**src/rtl/fb_write_ctrl_if.sv**
```systemverilog
// Frame-buffer write controller bus: host write port, clear/background
// requests and the registered frame-buffer write port.
interface fb_write_ctrl_if;
    logic        host_req;
    logic [12:0] host_addr;
    logic [1:0]  host_colour;
    logic        host_ack;
    logic        host_err;
    logic        clr_req;
    logic [1:0]  clr_colour;
    logic        clr_done;
    logic        bg_req;
    logic [23:0] bg_colour;
    logic [12:0] fb_addr;
    logic [1:0]  fb_colour;
    logic        fb_ie;
    logic        busy;

    modport master (
        output host_req, host_addr, host_colour, clr_req, clr_colour,
               bg_req, bg_colour,
        input  host_ack, host_err, clr_done, fb_addr, fb_colour, fb_ie, busy
    );

    modport slave (
        input  host_req, host_addr, host_colour, clr_req, clr_colour,
               bg_req, bg_colour,
        output host_ack, host_err, clr_done, fb_addr, fb_colour, fb_ie, busy
    );
endinterface

```
**src/rtl/fb_write_ctrl.sv**
```systemverilog
// Frame-buffer write controller. Arbitrates host pixel writes against a
// full-screen clear sweep and a 12-cell background-colour burst. Every
// frame-buffer write is decided one cycle and presented registered the next.
module fb_write_ctrl #(
    parameter logic [12:0] BG_BASE  = 13'h1FF4,
    parameter logic [12:0] CLR_LAST = 13'h1FF3
) (
    input  logic           clk,
    input  logic           rst,
    fb_write_ctrl_if.slave bus
);

    typedef enum logic [1:0] {
        ST_IDLE  = 2'd0,
        ST_CLEAR = 2'd1,
        ST_BG    = 2'd2
    } state_t;

    state_t      state_q, state_d;
    logic [12:0] ptr_q, ptr_d;
    logic [3:0]  bg_k_q, bg_k_d;
    logic        bg_pend_q, bg_pend_d;
    logic        clr_pend_q, clr_pend_d;
    logic [23:0] bg_next_q, bg_next_d;
    logic [23:0] bg_cur_q, bg_cur_d;
    logic [1:0]  clr_next_q, clr_next_d;
    logic [1:0]  clr_cur_q, clr_cur_d;
    logic [12:0] fb_addr_q, fb_addr_d;
    logic [1:0]  fb_colour_q, fb_colour_d;
    logic        fb_ie_q, fb_ie_d;
    logic        host_ack_q, host_ack_d;
    logic        host_err_q, host_err_d;
    logic        clr_done_q, clr_done_d;
    logic        busy_q, busy_d;
    logic        grant_s;

    // Background cell k carries the colour's bytes high-to-low, each byte
    // sent as four 2-bit fields starting from its least significant pair.
    function automatic logic [1:0] bg_slice(input logic [23:0] c, input logic [3:0] k);
        logic [1:0] r;
        case (k)
            4'd0:    r = c[17:16];
            4'd1:    r = c[19:18];
            4'd2:    r = c[21:20];
            4'd3:    r = c[23:22];
            4'd4:    r = c[9:8];
            4'd5:    r = c[11:10];
            4'd6:    r = c[13:12];
            4'd7:    r = c[15:14];
            4'd8:    r = c[1:0];
            4'd9:    r = c[3:2];
            4'd10:   r = c[5:4];
            4'd11:   r = c[7:6];
            default: r = 2'b00;
        endcase
        return r;
    endfunction

    // The host owns the next write slot outside BG, at most every other cycle.
    assign grant_s = bus.host_req && !host_ack_q && (state_q != ST_BG);

    // Next-state, write-slot selection and pending-request bookkeeping.
    always_comb begin
        state_d     = state_q;
        ptr_d       = ptr_q;
        bg_k_d      = bg_k_q;
        bg_pend_d   = bg_pend_q;
        clr_pend_d  = clr_pend_q;
        bg_next_d   = bg_next_q;
        bg_cur_d    = bg_cur_q;
        clr_next_d  = clr_next_q;
        clr_cur_d   = clr_cur_q;
        fb_addr_d   = fb_addr_q;
        fb_colour_d = fb_colour_q;
        fb_ie_d     = 1'b1;
        host_ack_d  = 1'b0;
        host_err_d  = 1'b0;
        clr_done_d  = 1'b0;

        if (grant_s) begin
            host_ack_d = 1'b1;
            if (bus.host_addr >= BG_BASE) begin
                host_err_d = 1'b1;
            end else begin
                fb_ie_d     = 1'b0;
                fb_addr_d   = bus.host_addr;
                fb_colour_d = bus.host_colour;
            end
        end else begin
            host_ack_d = 1'b0;
        end

        case (state_q)
            ST_IDLE: begin
                if (bg_pend_q) begin
                    state_d   = ST_BG;
                    bg_k_d    = 4'd0;
                    bg_cur_d  = bg_next_q;
                    bg_pend_d = 1'b0;
                end else if (clr_pend_q) begin
                    state_d    = ST_CLEAR;
                    ptr_d      = 13'd0;
                    clr_cur_d  = clr_next_q;
                    clr_pend_d = 1'b0;
                end else begin
                    state_d = ST_IDLE;
                end
            end
            ST_CLEAR: begin
                // A host write takes this slot; the sweep pointer waits.
                if (!grant_s) begin
                    fb_ie_d     = 1'b0;
                    fb_addr_d   = ptr_q;
                    fb_colour_d = clr_cur_q;
                    if (ptr_q == CLR_LAST) begin
                        state_d    = ST_IDLE;
                        ptr_d      = 13'd0;
                        clr_done_d = 1'b1;
                    end else begin
                        ptr_d = ptr_q + 13'd1;
                    end
                end else begin
                    ptr_d = ptr_q;
                end
            end
            ST_BG: begin
                fb_ie_d     = 1'b0;
                fb_addr_d   = BG_BASE + {9'd0, bg_k_q};
                fb_colour_d = bg_slice(bg_cur_q, bg_k_q);
                if (bg_k_q == 4'd11) begin
                    state_d = ST_IDLE;
                    bg_k_d  = 4'd0;
                end else begin
                    bg_k_d = bg_k_q + 4'd1;
                end
            end
            default: begin
                state_d = ST_IDLE;
            end
        endcase

        // New requests are latched after the IDLE consumption so a request
        // arriving on the start cycle stays pending for the next run.
        if (bus.bg_req) begin
            bg_pend_d = 1'b1;
            bg_next_d = bus.bg_colour;
        end else begin
            bg_next_d = bg_next_d;
        end
        if (bus.clr_req && (state_q != ST_CLEAR)) begin
            clr_pend_d = 1'b1;
            clr_next_d = bus.clr_colour;
        end else begin
            clr_next_d = clr_next_d;
        end

        busy_d = (state_d != ST_IDLE) || bg_pend_d || clr_pend_d;
    end

    // State and output registers with synchronous reset.
    always_ff @(posedge clk) begin
        if (rst) begin
            state_q     <= ST_IDLE;
            ptr_q       <= 13'd0;
            bg_k_q      <= 4'd0;
            bg_pend_q   <= 1'b0;
            clr_pend_q  <= 1'b0;
            bg_next_q   <= 24'd0;
            bg_cur_q    <= 24'd0;
            clr_next_q  <= 2'd0;
            clr_cur_q   <= 2'd0;
            fb_addr_q   <= 13'd0;
            fb_colour_q <= 2'd0;
            fb_ie_q     <= 1'b1;
            host_ack_q  <= 1'b0;
            host_err_q  <= 1'b0;
            clr_done_q  <= 1'b0;
            busy_q      <= 1'b0;
        end else begin
            state_q     <= state_d;
            ptr_q       <= ptr_d;
            bg_k_q      <= bg_k_d;
            bg_pend_q   <= bg_pend_d;
            clr_pend_q  <= clr_pend_d;
            bg_next_q   <= bg_next_d;
            bg_cur_q    <= bg_cur_d;
            clr_next_q  <= clr_next_d;
            clr_cur_q   <= clr_cur_d;
            fb_addr_q   <= fb_addr_d;
            fb_colour_q <= fb_colour_d;
            fb_ie_q     <= fb_ie_d;
            host_ack_q  <= host_ack_d;
            host_err_q  <= host_err_d;
            clr_done_q  <= clr_done_d;
            busy_q      <= busy_d;
        end
    end

    assign bus.fb_addr   = fb_addr_q;
    assign bus.fb_colour = fb_colour_q;
    assign bus.fb_ie     = fb_ie_q;
    assign bus.host_ack  = host_ack_q;
    assign bus.host_err  = host_err_q;
    assign bus.clr_done  = clr_done_q;
    assign bus.busy      = busy_q;

endmodule

```
**src/flat_wrapper.sv**
```systemverilog
// flat-port wrapper written by rule: the top's interface ports become plain ports
module fb_write_ctrl_flat 
#(
    parameter logic [12:0] BG_BASE  = 13'h1FF4,
    parameter logic [12:0] CLR_LAST = 13'h1FF3
)
  (clk, rst, bus_host_req, bus_host_addr, bus_host_colour, bus_clr_req, bus_clr_colour, bus_bg_req, bus_bg_colour, bus_host_ack, bus_host_err, bus_clr_done, bus_fb_addr, bus_fb_colour, bus_fb_ie, bus_busy);
  fb_write_ctrl_if bus_i ();
  input  logic clk;
  input  logic rst;
  input wire logic [$bits(bus_i.host_req)-1:0] bus_host_req;
  input wire logic [$bits(bus_i.host_addr)-1:0] bus_host_addr;
  input wire logic [$bits(bus_i.host_colour)-1:0] bus_host_colour;
  input wire logic [$bits(bus_i.clr_req)-1:0] bus_clr_req;
  input wire logic [$bits(bus_i.clr_colour)-1:0] bus_clr_colour;
  input wire logic [$bits(bus_i.bg_req)-1:0] bus_bg_req;
  input wire logic [$bits(bus_i.bg_colour)-1:0] bus_bg_colour;
  output wire logic [$bits(bus_i.host_ack)-1:0] bus_host_ack;
  output wire logic [$bits(bus_i.host_err)-1:0] bus_host_err;
  output wire logic [$bits(bus_i.clr_done)-1:0] bus_clr_done;
  output wire logic [$bits(bus_i.fb_addr)-1:0] bus_fb_addr;
  output wire logic [$bits(bus_i.fb_colour)-1:0] bus_fb_colour;
  output wire logic [$bits(bus_i.fb_ie)-1:0] bus_fb_ie;
  output wire logic [$bits(bus_i.busy)-1:0] bus_busy;
  assign bus_i.host_req = bus_host_req;
  assign bus_i.host_addr = bus_host_addr;
  assign bus_i.host_colour = bus_host_colour;
  assign bus_i.clr_req = bus_clr_req;
  assign bus_i.clr_colour = bus_clr_colour;
  assign bus_i.bg_req = bus_bg_req;
  assign bus_i.bg_colour = bus_bg_colour;
  assign bus_host_ack = bus_i.host_ack;
  assign bus_host_err = bus_i.host_err;
  assign bus_clr_done = bus_i.clr_done;
  assign bus_fb_addr = bus_i.fb_addr;
  assign bus_fb_colour = bus_i.fb_colour;
  assign bus_fb_ie = bus_i.fb_ie;
  assign bus_busy = bus_i.busy;
  fb_write_ctrl #(.BG_BASE(BG_BASE), .CLR_LAST(CLR_LAST)) u_core (.clk(clk), .rst(rst), .bus(bus_i));
endmodule
```
**config.mk**
```make
export PLATFORM = sky130hd
export DESIGN_NAME = fb_write_ctrl_flat
export DESIGN_NICKNAME = d
export VERILOG_FILES = /design/src/rtl/fb_write_ctrl_if.sv /design/src/rtl/fb_write_ctrl.sv /design/src/flat_wrapper.sv
export SDC_FILE = /design/constraint.sdc
export NUM_CORES = 1
export LEC_CHECK = 0
export CAP_MARGIN = 5
export CORE_AREA = 2 2 99 101
export DETAILED_ROUTE_END_ITERATION = 10
export DIE_AREA = 0 0 101 103
export PLACE_DENSITY = 0.83
export SYNTH_ARGS = -nofsm -noshare
export SYNTH_HDL_FRONTEND = slang
export SYNTH_SLANG_ARGS = --single-unit
```
**constraint.sdc**
```tcl
create_clock -name clk -period 2.1 [get_ports clk]
set_clock_uncertainty 0.15 [all_clocks]
set_input_delay 0.42 -clock clk [delete_from_list [all_inputs] [get_ports clk]]
set_output_delay 0.42 -clock clk [all_outputs]
set_load 0.01 [all_outputs]
```
==> key figures <==
Run status
  • Status: finished, violations left
  • Failing checks: setup timing

Power and ir drop
  • Worst IR Drop VDD: 0.000636 V
  • Power Dens Cells: 657 mW/mm^2
  • Total Power: 0.00356 W
  • P_leak: 2.05 nW

Placed design
  • PortBufs: 65
  • Pre-CTS WS: -0.291 ns
  • Gpl congestion: 0.871
  • Detailed Place HPWL: 7130 um
  • Placed insts: roughly 660

Floorplan
  • Die Span X: 101 um
  • Number of cell rows: 36
  • Die Area: 0.0104 mm^2
  • Starting Density: a little over two fifths
  • Placeable core area: 0.00946 mm^2
  • Die H: 103 um
  • Num ports: 66

Routing
  • # DRC: 0
  • Detailed Routing Iterations Pass 1: 5
  • DR iter-0 viols: approximately 170
  • Antenna Violating Nets Remaining: 0
  • Via count: 3652
  • Total wire length: 10100 um
  • DR vias/cell: roughly 5.4
  • Per-cell routed wire length: 14.9 um

Layout
  • Ant. Diodes: 0
  • Non-Filler Instances: 677
  • Final core occ: 57.3%
  • Area Overhead vs Synth: 31.7%
  • Sequential Area: roughly 0.0019 mm^2
  • Area of the multi-input gates: approximately 0.0022 mm^2
  • Layout cell share with drive strength beyond 1: approximately 16%
  • Fill cells: 844
  • Fin nets: 617

STA
  • Peak Freq: 473 MHz
  • Tmin final: 2.11 ns
  • Final Cycle Share: 101%
  • Hold_ws: between 0.3 and 0.4 ns
  • Pins Over Slew Limit: 0
  • Hold Violations, Final: 0
  • Setup violations, final: 1
  • Final WS setup: -0.0131 ns
  • Worst-Margin Slew: 0.492 ns
  • Slew Limit Headroom: approximately 67%

Synthesis
  • Mux cell area share after synthesis: 9.49%
  • Synthesized Nets: 523
  • Complex-gate fraction of the synthesized area: about 17%
  • Post-Syn Area: around 0.0041 mm^2
  • Mean Syn Cell Area: 8.87 um^2
  • Post-synth top flop: dfxtp_1
  • Synth Warn #: 0
  • Yosys top cell area share: 45.2%
  • Largest family of logic cells by synthesized area: simple AND/OR/NAND/NOR gates
  • Adder-Cell Fraction of Synth Area: 3.95%
  • Synthesized flop and latch total: 93
  • Seq/Total Area, Yosys: 45.2%
  • Gate Count Post-Synth: ~460
  • Most common cell in the netlist: dfxtp_1
  • Synth cell count leaders: 93 x dfxtp_1, 82 x nand2_1, 46 x nor2_1, 41 x a21oi_1, 39 x mux2i_1
  • Post-synth top area cell: dfxtp_1
  • Number of synthesized flops with an enable pin: 0
  • Simple-Gate Fraction of Synth Area: between 10% and 20%
  • Synth Area in XOR/XNOR: 1.49%
  • Synth cell types: 53
  • Synth area leaders: dfxtp_1 45%, mux2i_1 9.5%, nand2_1 7.5%
  • Ys async rst share: 0%

Critical path
  • CP Data Arrival Time: 2.19 ns
  • Req. time, crit path: 2.17 ns
  • Worst r2r src: u_core.state_q[0]
  • CP endpoint kind: register
  • Critical-path top delay cell: clkdlybuf4s50_1
  • Crit path from: bus_host_req
  • Startpoint types: primary input
  • Max incr delay on CP: 0.54 ns
  • Reg2reg path depth: 7
  • R2R setup slack: 0 ns
  • Critical path cell sequence: clkdlybuf4s50_1 -> or3b_4 -> a31oi_4 -> buf_12 -> mux2i_1 -> a221oi_2
  • Critical path class: primary input to register
  • CP max FO: 7

Clock network
  • Post-CTS Hold Buffers: 0
  • Bufs on Longest Clock Path: 2
  • Num CTS Buffers: 9
  • H-tree depth: 3
  • Sink Count: 93
  • Clk_lat worst skew: roughly 0.36 ns
  • Root buffer cell: clkbuf_8
  • Reg clk slew, reported paths: ~0.09 ns
  • TritonCTS clock tree: done

Run
  • Max capacitance violation total: 0

Global route
  • Vias in the first global route: 3524
  • Pin count of the biggest net entering global routing: 38
  • Initial antenna violation count: 0
  • GRT Overall Usage: 19.4%
  • GR Overflow Total: 0
  • First-pass GRT wire length: 15900 um

Min path
  • Min-delay src: u_core.bg_next_q[19]
  • Min-Delay Path Class: register to register
  • Cells on Worst Hold Path: 2
[power by group]
| part | internal, W | switching (W) | total, W |
|---|---|---|---|
| Sequential | 0.00185 | 0.0000559 | 0.00190 |
| Clock | 0.000428 | 0.000614 | 0.00104 |
| Combinational | 0.000330 | 0.000287 | 0.000617 |
| Total | 0.00261 | 0.000956 | 0.00356 |
[per-layer routing]
layer / global-route usage [%] / wire length, um
met1: 21.8 / 4090
met2: 35.8 / 5290
met3: 5.63 / 529
met4: 5.51 / 170
met5: 0 / 0
[logic make-up after synthesis]
logic type      Yosys count
simple gates            171
mux                      39
flops                    93
buf+inv                  39
fa+ha+maj                13
compound gates          102
xor+xnor                  7
[cells in the final DEF, fill, tap and decap left out, drive strengths merged, types with 2 or more instances in the layout]
| master | instances |
|---|---|
| a211oi | 4 |
| a21o | 3 |
| a21oi | 42 |
| a221oi | 7 |
| a222oi | 3 |
| a22oi | 12 |
| a31oi | 4 |
| a32oi | 2 |
| and2 | 2 |
| and3 | 2 |
| and4 | 2 |
| buf | 41 |
| clkbuf | 11 |
| clkdlybuf4s50 | 64 |
| clkinv | 5 |
| dfxtp | 93 |
| ha | 13 |
| inv | 16 |
| mux2i | 39 |
| nand2 | 82 |
| nand2b | 5 |
| nand3 | 4 |
| nand4 | 7 |
| nor2 | 46 |
| nor2b | 4 |
| nor3 | 7 |
| o21ai | 10 |
| o22ai | 7 |
| or3 | 3 |
| xnor2 | 3 |
| xor2 | 4 |
[registers in the layout, summed over array words and instances, names as in the netlist]
register              cells
u_core.bg_cur_q          24
u_core.bg_k_q             4
u_core.bg_next_q         24
u_core.bg_pend_q          1
u_core.bus.busy           1
u_core.bus.clr_done       1
u_core.bus.fb_addr       13
u_core.bus.fb_colour      2
u_core.bus.fb_ie          1
u_core.bus.host_ack       1
u_core.bus.host_err       1
u_core.clr_cur_q          2
u_core.clr_next_q         2
u_core.clr_pend_q         1
u_core.ptr_q             13
u_core.state_q            2
[critical path, delay by kind of cell]
kind | cells | cell delay [ns]
buffers and inverters | 2 | 0.72
and+or+nand+nor | 1 | 0.43
AOI/OAI and AO/OA | 2 | 0.34
muxes | 1 | 0.26
[stage by stage]
stage               cell area (um^2)  TNS, ns
finish                          5420  -0.0131
global route                    5420   -0.144
CTS                             5300        0
detailed placement              5110    -5.87
global placement                5110    -4.32
floorplan                       4120        0
[cell type report]
cell class	instances	share of cell area [%]
timing repair buffer	106	18.6
inverter	16	1.15
multi-input combinational	332	40.0
clock buffer	10	2.35
tap	114	2.63
clock inverter	6	0.739
sequential	93	34.5
[timing repair]
| action | 4_1_cts | 5_1_grt |
|---|---|---|
| gates cloned | 0 | 1 |
| endpoints found under the setup margin | 15 | 18 |
| pin swaps | 1 | 7 |
| gates resized for setup | 5 | 24 |
| setup buffers | 0 | 1 |
[path summary, 6_finish.rpt]
check / end
hold reg to reg: u_core.bg_cur_q[19]
setup / recovery: u_core.bus.fb_addr[12]
setup reg to reg: u_core.bus.fb_addr[12]
hold / removal: u_core.bg_cur_q[19]
Power figures use the tool's default switching activity.
